### src/rtl/capture_pkg.sv
// capture_pkg: shared types and constants for the capture sequencer.
//   cap_state_t  : sequencer states (IDLE, CAPTURE, DONE)
//   ENTRIES_DEF  : default RAMqueue depth in samples
//   LOG2_DEF     : default RAMqueue address width
//   DEC_W        : width of the decimation counter
package capture_pkg;

  localparam int ENTRIES_DEF = 384;
  localparam int LOG2_DEF    = 9;
  localparam int DEC_W       = 15;

  typedef enum logic [1:0] {
    IDLE    = 2'd0,
    CAPTURE = 2'd1,
    DONE    = 2'd2
  } cap_state_t;

endpackage

### src/rtl/smpl_decimator.sv
// smpl_decimator: keeps 1 of every 2**decimator sample strobes.
// Ports:
//   clk, rst_n  : clock, asynchronous active-low reset
//   clr         : synchronous clear of the strobe counter (capture start)
//   wrt_smpl    : one-cycle sample strobe
//   decimator   : log2 of the decimation ratio
//   smpl_ok     : combinational; this strobe is accepted
module smpl_decimator
  import capture_pkg::*;
(
  input  logic       clk,
  input  logic       rst_n,
  input  logic       clr,
  input  logic       wrt_smpl,
  input  logic [3:0] decimator,
  output logic       smpl_ok
);

  logic [DEC_W-1:0] dec_cnt_reg;
  logic [DEC_W-1:0] dec_limit;

  // decimator=15 shifts the one out of range, and the subtraction then wraps
  // to all ones, which is exactly 2**15-1.
  assign dec_limit = (DEC_W'(1) << decimator) - DEC_W'(1);
  assign smpl_ok   = wrt_smpl && (dec_cnt_reg == dec_limit);

  always_ff @(posedge clk or negedge rst_n) begin
    if (!rst_n) begin
      dec_cnt_reg <= '0;
    end else if (clr) begin
      dec_cnt_reg <= '0;
    end else if (wrt_smpl) begin
      dec_cnt_reg <= smpl_ok ? '0 : dec_cnt_reg + DEC_W'(1);
    end
  end

endmodule

### src/rtl/capture_ctrl.sv
// capture_ctrl: capture sequencer writing the RAMqueue as a circular buffer.
// Ports:
//   clk, rst_n        : clock, asynchronous active-low reset
//   wrt_smpl          : sample strobe from the clock generator
//   run, capture_done : TrigCfg bits from cmd_cfg (levels)
//   triggered         : latched trigger from the trigger logic
//   trig_pos          : samples to store after the trigger
//   decimator         : keep 1 of every 2**decimator strobes
//   we, waddr         : RAMqueue write port (waddr also feeds cmd_cfg)
//   armed             : enough pre-trigger samples stored
//   set_capture_done  : one-cycle pulse when the capture completes
module capture_ctrl
  import capture_pkg::*;
#(
  parameter int ENTRIES = ENTRIES_DEF,
  parameter int LOG2    = LOG2_DEF
) (
  input  logic            clk,
  input  logic            rst_n,
  input  logic            wrt_smpl,
  input  logic            run,
  input  logic            capture_done,
  input  logic            triggered,
  input  logic [LOG2-1:0] trig_pos,
  input  logic [3:0]      decimator,
  output logic            we,
  output logic [LOG2-1:0] waddr,
  output logic            armed,
  output logic            set_capture_done
);

  localparam logic [LOG2-1:0] LAST_ADDR = LOG2'(ENTRIES - 1);
  localparam logic [LOG2:0]   ENTRIES_W = (LOG2 + 1)'(ENTRIES);

  cap_state_t      state_reg, state_next;
  logic [LOG2-1:0] waddr_reg, waddr_next;
  logic [LOG2-1:0] trig_cnt_reg, trig_cnt_next;
  logic [LOG2:0]   smpl_cnt_reg, smpl_cnt_next;
  logic            armed_reg, armed_next;
  logic            dec_clr;
  logic            smpl_ok;
  logic            done_cond;
  logic            write_ok;

  smpl_decimator u_dec (
    .clk       (clk),
    .rst_n     (rst_n),
    .clr       (dec_clr),
    .wrt_smpl  (wrt_smpl),
    .decimator (decimator),
    .smpl_ok   (smpl_ok)
  );

  always_comb begin
    state_next    = state_reg;
    waddr_next    = waddr_reg;
    trig_cnt_next = trig_cnt_reg;
    smpl_cnt_next = smpl_cnt_reg;
    dec_clr       = 1'b0;
    done_cond     = 1'b0;
    write_ok      = 1'b0;

    case (state_reg)
      IDLE: begin
        if (run && !capture_done) begin
          state_next    = CAPTURE;
          waddr_next    = '0;
          trig_cnt_next = '0;
          smpl_cnt_next = '0;
          dec_clr       = 1'b1;
        end
      end
      CAPTURE: begin
        // Abort beats completion, completion beats a write: a sample that
        // arrives on the completing cycle is dropped.
        if (!run) begin
          state_next = IDLE;
        end else if (triggered && (trig_cnt_reg == trig_pos)) begin
          done_cond  = 1'b1;
          state_next = DONE;
        end else if (smpl_ok) begin
          write_ok   = 1'b1;
          waddr_next = (waddr_reg == LAST_ADDR) ? '0 : waddr_reg + LOG2'(1);
          if (smpl_cnt_reg != ENTRIES_W) begin
            smpl_cnt_next = smpl_cnt_reg + (LOG2 + 1)'(1);
          end
          if (triggered) begin
            trig_cnt_next = trig_cnt_reg + LOG2'(1);
          end
        end
      end
      DONE: begin
        if (!capture_done) begin
          state_next = IDLE;
        end
      end
      default: state_next = IDLE;
    endcase

    // Evaluated on the count that will be held next cycle so armed rises on
    // the same edge that stores the last required pre-trigger sample.
    armed_next = (state_next == CAPTURE) &&
                 ((smpl_cnt_next + {1'b0, trig_pos}) >= ENTRIES_W);
  end

  always_ff @(posedge clk or negedge rst_n) begin
    if (!rst_n) begin
      state_reg    <= IDLE;
      waddr_reg    <= '0;
      trig_cnt_reg <= '0;
      smpl_cnt_reg <= '0;
      armed_reg    <= 1'b0;
    end else begin
      state_reg    <= state_next;
      waddr_reg    <= waddr_next;
      trig_cnt_reg <= trig_cnt_next;
      smpl_cnt_reg <= smpl_cnt_next;
      armed_reg    <= armed_next;
    end
  end

  assign we               = write_ok;
  assign set_capture_done = done_cond;
  assign waddr            = waddr_reg;
  assign armed            = armed_reg;

endmodule

### config.mk
export PLATFORM = sky130hd
export DESIGN_NAME = capture_ctrl
export DESIGN_NICKNAME = d
export VERILOG_FILES = /design/src/rtl/capture_pkg.sv /design/src/rtl/smpl_decimator.sv /design/src/rtl/capture_ctrl.sv
export SDC_FILE = /design/constraint.sdc
export NUM_CORES = 1
export LEC_CHECK = 0
export CAP_MARGIN = 20
export CELL_PAD_IN_SITES_DETAIL_PLACEMENT = 0
export CELL_PAD_IN_SITES_GLOBAL_PLACEMENT = 1
export CORE_AREA = 2 2 112 114
export DETAILED_ROUTE_END_ITERATION = 10
export DIE_AREA = 0 0 114 116
export GPL_ROUTABILITY_DRIVEN = 0
export PLACE_DENSITY_LB_ADDON = 0.1
export SETUP_SLACK_MARGIN = 0.1
export SYNTH_ARGS = -nofsm -noshare
export SYNTH_HDL_FRONTEND = slang
export SYNTH_SLANG_ARGS = --single-unit
### constraint.sdc
create_clock -name clk -period 5.8 [get_ports clk]
set_input_delay 0.87 -clock clk [delete_from_list [all_inputs] [get_ports clk]]
set_output_delay 0.87 -clock clk [all_outputs]
set_load 0.05 [all_outputs]
# --- Yosys cells after proc, flatten, opt, wreduce, memory -nomap -nowiden ---
# Cells that the tools add are included.
# Widths: inputs -> output; s select.
op_classes:
  add_sub_neg: 6
  shift: 1
  reduce_logical: 10
  magnitude_cmp: 1
  div_mod_pow: 0
  n_bitwise: 0
  multipliers: 0
  n_mux: 34
  eq_ne: 12
op_table:
  columns: ["op", "n"]
  rows:
  - ["$mux 9", 9]
  - ["$mux 10", 5]
  - ["$mux 15", 3]
  - ["$pmux 9 s2", 2]
  - ["$pmux 10 s2", 1]
  - ["$add 9x1->9 const B", 2]
  - ["$add 15x1->15 const B", 1]
  - ["$eq 15x15->1", 1]
  - ["$shl 1x4->15 const A", 1]
  - ["$sub 15x2->15 const B", 1]
  - ["$add 10x1->10 const B", 1]
  - ["$add 10x9->10", 1]
  - ["$ge 10x9->1 const B", 1]
  - ["$ne 10x9->1 const B", 1]
  - ["$eq 9x9->1", 1]
  - ["$eq 9x9->1 const B", 1]
  - ["$mux 1", 9]
  - ["$mux 2", 4]
  - ["$ne 2x2->1 const B", 4]
  - ["$pmux 2 s3", 1]
  - ["$reduce_and 6->1", 1]
  - ["$reduce_and 5->1", 1]
  - ["$eq 2x1->1 const B", 2]
  - ["$logic_and 1x1->1", 4]
  - ["other kinds (5)", 6]
word_totals:
  input_bits: 19
  reg_bits: 46
  romBits: 0
  output_inout_bits: 12
  memories: 0
  latchBits: 0
  wordCells: 70
  mem_bits_rw: 0

# --- Depth between registers and ports, before layout ---
depth:
  word_depth: 11
  mapped_depth: 24
  ltp_nobuf: 22

# --- Hierarchy ---
# Synthesis repeated with hierarchy kept, for this count alone.
unflattened:
  hier_cells: 399
  hier_area_um2: 3499.6
modules_own_cells:
  columns: ["module", "n_inst", "cells_each", "area_each_um2"]
  rows:
  - ["capture_ctrl", 1, 244, 2225.9]
  - ["smpl_decimator", 1, 155, 1273.7]

# --- Worst setup path before layout ---
# Ideal clock, no wire load.
synth_path:
  path_kind: "in2reg"
  start: "in decimator[1]"
  end: "reg armed_reg (netlist: armed)"
  arrival_ns: 5.348
  path_slack_ns: 0.318
  stages: 22
  setup_time_ns: 0.134
  cell_sequence: "buf_6 or4_4 ha_1 xnor2_1 a221o_1 or4_1 or4_1 nor3_4 nand2_2 nor2_4 mux2i_1 ha_1 inv_1 fa_1 nor2b_1 o21a_1 o21ai_0 a21oi_1 nor2_1 o21a_1 o41ai_1 mux2i_1"
synth_between:
  elab_chain_cells: 11
synth_lines:
  columns: ["element", "line", "text"]
  rows:
  - ["from (decl)", "capture_ctrl.sv:25", "input logic [3:0] decimator,"]
  - ["$shl 1x4->15", "smpl_decimator.sv:24", "assign dec_limit = (DEC_W'(1) << decimator) - DEC_W'(1);"]
  - ["$sub 15x2->15", "smpl_decimator.sv:24", null]
  - ["$eq 15x15->1", "smpl_decimator.sv:25", "assign smpl_ok = wrt_smpl && (dec_cnt_reg == dec_limit);"]
  - ["$logic_and 1x1->1", "smpl_decimator.sv:25", null]
  - ["$mux 10", "capture_ctrl.sv:81", "end else if (smpl_ok) begin"]
  - ["$mux 10", "capture_ctrl.sv:78", "end else if (triggered && (trig_cnt_reg == trig_pos)) begin"]
  - ["$mux 10", "capture_ctrl.sv:76", "if (!run) begin"]
  - ["$pmux 10 s2", "capture_ctrl.sv:63", "case (state_reg)"]
  - ["via smpl_cnt_next[0]", "capture_ctrl.sv:38", "logic [LOG2:0] smpl_cnt_reg, smpl_cnt_next;"]
  - ["$add 10x9->10", "capture_ctrl.sv:103", "((smpl_cnt_next + {1'b0, trig_pos}) >= ENTRIES_W);"]
  - ["$ge 10x9->1", "capture_ctrl.sv:103", null]
  - ["$logic_and 1x1->1", "capture_ctrl.sv:102", "armed_next = (state_next == CAPTURE) &&"]
  - ["via armed_next", "capture_ctrl.sv:39", "logic armed_reg, armed_next;"]
  - ["to (signal assigned)", "capture_ctrl.sv:118", "armed_reg <= armed_next;"]
  - ["to (decl)", "capture_ctrl.sv:39", null]
# The timed path passes the listed nets, and every way through them passes these cells.
# A chain may end at the register's enable or synchronous reset.

# --- Worst setup path after layout ---
layout_path:
  start: "in decimator[3]"
  end: "reg armed_reg (netlist: armed)"
# The elaborated chain is that of the path after synthesis.

==> flow_summary.yaml <==
worst_setup_path:
  end_kind: "flop"
  worstSetupPathType: "in2reg"
  critPathMaxStageDelay_ps: 550
  critPathLaunch: "decimator[3]"
  reg2reg_from: "u_dec.dec_cnt_reg[8]"
  cp_top_family: "simple AND/OR/NAND/NOR gates"
  worst_ep_required_time_ps: 5980
  crit_fanout: 2
  crit_top_cell: "or4_4"
  critPathBufInv: 2
  start_kind: "input port"
  critPathArrivalTime_ps: 5650
  path_cells: "buf_6 -> or4_4 -> ha_4 -> xnor2_2 -> a221o_1 -> or4_4 -> or4_4 -> nor3_4 -> nand2_2 -> nor2_4 -> mux2i_2 -> ha_2 -> inv_2 -> fa_2 -> nor2b_1 -> o21a_1 -> o21ai_2 -> a21oi_2 -> nor2_1 -> o21a_1 -> o41ai_2 -> mux2i_1"
  crit_slowest_cell: "or4_4"
die:
  dieWidth_um: 114
  design.core.area_um2: 11900
  start_util_pct: 29.8
  die_h_um: 116
  die_area_um2: 13200
  row_count: 40
  ioPinCount: 31
route:
  routed_wl_um: 10100
  wl_per_cell_um: 16.3
  via_per_inst: 5.23
  drc: 0
  drtPass1Iterations: 4
  vias: 3234
  drt-initial-drc-count: 170
  antenna_left: 0
clock_network:
  cts_sinks: 46
  clockRootBuffer: "clkbuf_16"
  cts_tree: "built"
  path_clk_slew_ps: 70
  clk_path_buf_depth: 2
  htree_levels: 2
  cts-buffers-inserted: 5
  clk_latency_ps: 300
layout:
  largest_reg_flops: 15
  drive_gt1_share_pct: 15.3
  syn2layout_area_growth_pct: 24.5
  final_cell_mix: "46 x dfrtp_1, 34 x o21ai_0, 31 x nand2_1, 31 x buf_4, 29 x nor2_1"
  diodes: 0
  layout_commonest_cell: "dfrtp_1"
  final_nets: 505
  num-fill-cells: 1289
power:
  p_total_mw: 1.11
  seq_power_share_pct: 34.6
  power.density_nw_per_um2: 252
  combinationalPowerShare_pct: 36.3
  leakagePower_nw: 1.91
  internal-power_mw: 0.671
  p_switching_mw: 0.443
  clock_power_share_pct: 29.1
  peakVddDrop_mv: 0.215
  switching_share_pct: 39.8
place:
  portBuffers: 30
  pre_cts_ws_ps: -243
  dp_hpwl_um: 7540
logic_synthesis:
  synth-edff-count: 0
  synthCells: 417
  syn_avg_cell_area_um2: 8.51
  synth.area.top_cells: "dfrtp_1 32%, ha_1 5.3%, o21ai_0 4.9%"
  post_synth_num_cell_types: 63
  synth.top_cell.area_share_pct: 32.4
  synth_ff_type: "dfrtp_1"
  syn_nets: 452
  yosysWarningCount: 0
  yosysSeqAreaShare_pct: 32.4
  netlist_area_um2: 3550
  postSynth.asyncResetShare_pct: 100
  synth_seq_cells: 46
  yosysTopAreaCell: "dfrtp_1"
timing:
  setup_ws_ps: 328
  min_period_over_period_pct: 94.3
  slew_violations: 0
  rsz0062_at_grt: "yes"
  tightest_slew_ps: 798
  fin_skew_ps: 8.59
  hold_slack_ps: 508
  finalSetupViolCount: 0
  timing.final.crit_period_ps: 5470
  slew_headroom_pct: 46.7
  hold_viol: 0
  fmax_ghz: 0.183
grt:
  grt-ovfl-total: 0
  grt_pass1_wl_um: 16900
  grtUsageTotal_pct: 16.5
  grt_pass1_vias: 3092
  grt_start_max_net_pins: 47
  antenna_found_initial: 0
worst_hold_path:
  worstHoldStart: "waddr[8]"
  hold_class: "reg2reg"
flow_run:
  maxCapViolations: 0
outcome:
  status: "completed"
==> power by group through the flow <==
stage	clock network, mW	registers [mW]	logic, mW
CTS	0.335	0.386	0.405
finish	0.324	0.385	0.404
global placement	0	0.392	0.403
detailed placement	0	0.392	0.400
floorplan	0	0.436	0.211
global route	0.351	0.391	0.453
==> layout make-up <==
cell class / instances / area [um2] / area share (%)
flip-flops and latches: 46 / 1150 / 26.1
inverters: 14 / 52.6 / 1.19
repair buffers: 63 / 554 / 12.5
clock buffers: 7 / 153 / 3.46
multi-input cells: 340 / 2310 / 52.4
clock inverters: 1 / 8.76 / 0.198
well taps: 147 / 184 / 4.16
==> repair_timing <==
| item | 4_1_cts | 5_1_grt |
|---|---|---|
| cloned | 0 | 0 |
| hold buffers | 0 | 0 |
| pin swaps | 2 | 13 |
| setup buffers | 1 | 2 |
| setup endpoints to repair | 1 | 1 |
| resized for setup | 6 | 18 |
==> metrics by stage <==
stage	TNS [ps]	utilization, %	area (um2)	std cells
3_3_place_gp	-234	35.0	4170	607
2_1_floorplan	0	-	3550	417
4_1_cts	0	36.7	4380	616
3_5_place_dp	-243	35.0	4170	607
5_1_grt	0	37.1	4420	618
6_report	0	37.1	4420	618
==> worst paths after layout <==
path                                        endpoint  slack, ps  cells past startpoint
min in group asynchronous       u_dec.dec_cnt_reg[8]        670                      2
worst max register to register                 armed       1240                     19
worst max-delay path                           armed        330                     22
max in group asynchronous                   waddr[5]       4700                      2
worst min register to register              waddr[8]        510                      1
worst min-delay path                        waddr[8]        510                      1
==> synth_stat cells (2+ instances only) <==
master / n
clkbuf_1: 9
or3_1: 6
buf_2: 5
nand4_1: 8
and3b_1: 2
nor2b_1: 9
nor3b_1: 8
a22o_1: 3
a21oi_1: 19
o31ai_1: 8
ha_1: 15
o21bai_1: 3
mux2i_1: 6
or4_1: 2
o211ai_1: 7
and4_1: 2
and4b_1: 3
nor4_1: 4
inv_1: 14
or3b_2: 2
o21ai_0: 35
or2_2: 2
o2bb2ai_1: 3
nand2b_1: 9
nand4b_1: 2
nor3_1: 4
xor2_1: 4
nor4b_1: 2
buf_6: 2
and3_1: 18
a21boi_0: 2
and2_1: 2
a211o_1: 2
o21a_1: 2
nor2_1: 30
nand3b_1: 5
nand3_1: 26
xnor2_1: 20
a211oi_1: 2
dfrtp_1: 46
a21o_1: 12
nand2_1: 31
==> routing by layer <==
| metal | vias up | global-route usage [%] | wire, um |
|---|---|---|---|
| li1 | 1636 | - | - |
| met1 | 1554 | 24.0 | 5120 |
| met2 | 38 | 25.0 | 4530 |
| met3 | 6 | 3.24 | 332 |
| met4 | 0 | 4.39 | 107 |
| met5 | - | 0 | 0 |
==> logic make-up (layout without fill, tap and decap cells) <==
family	count (synthesis)	count (layout)	synth area share, %
XOR/XNOR	24	24	5.92
AO/OA/AOI/OAI	108	108	20.0
AND/OR/NAND/NOR	185	185	29.8
flip-flops	46	46	32.4
adder cells (fa/ha/maj)	16	16	5.85
multiplexers	7	7	2.01
buffers and inverters	31	85	3.98
==> worst reg2reg max path, delay by kind of cell, from the launching register on <==
family / cells / cell delay (ps)
AND/OR/NAND/NOR: 7 / 1610
AO/OA/AOI/OAI: 7 / 1370
adder cells (fa/ha/maj): 2 / 580
flip-flops: 1 / 480
multiplexers: 2 / 370
buffers and inverters: 1 / 40
Note: power is estimated with default switching activity, not from simulation.
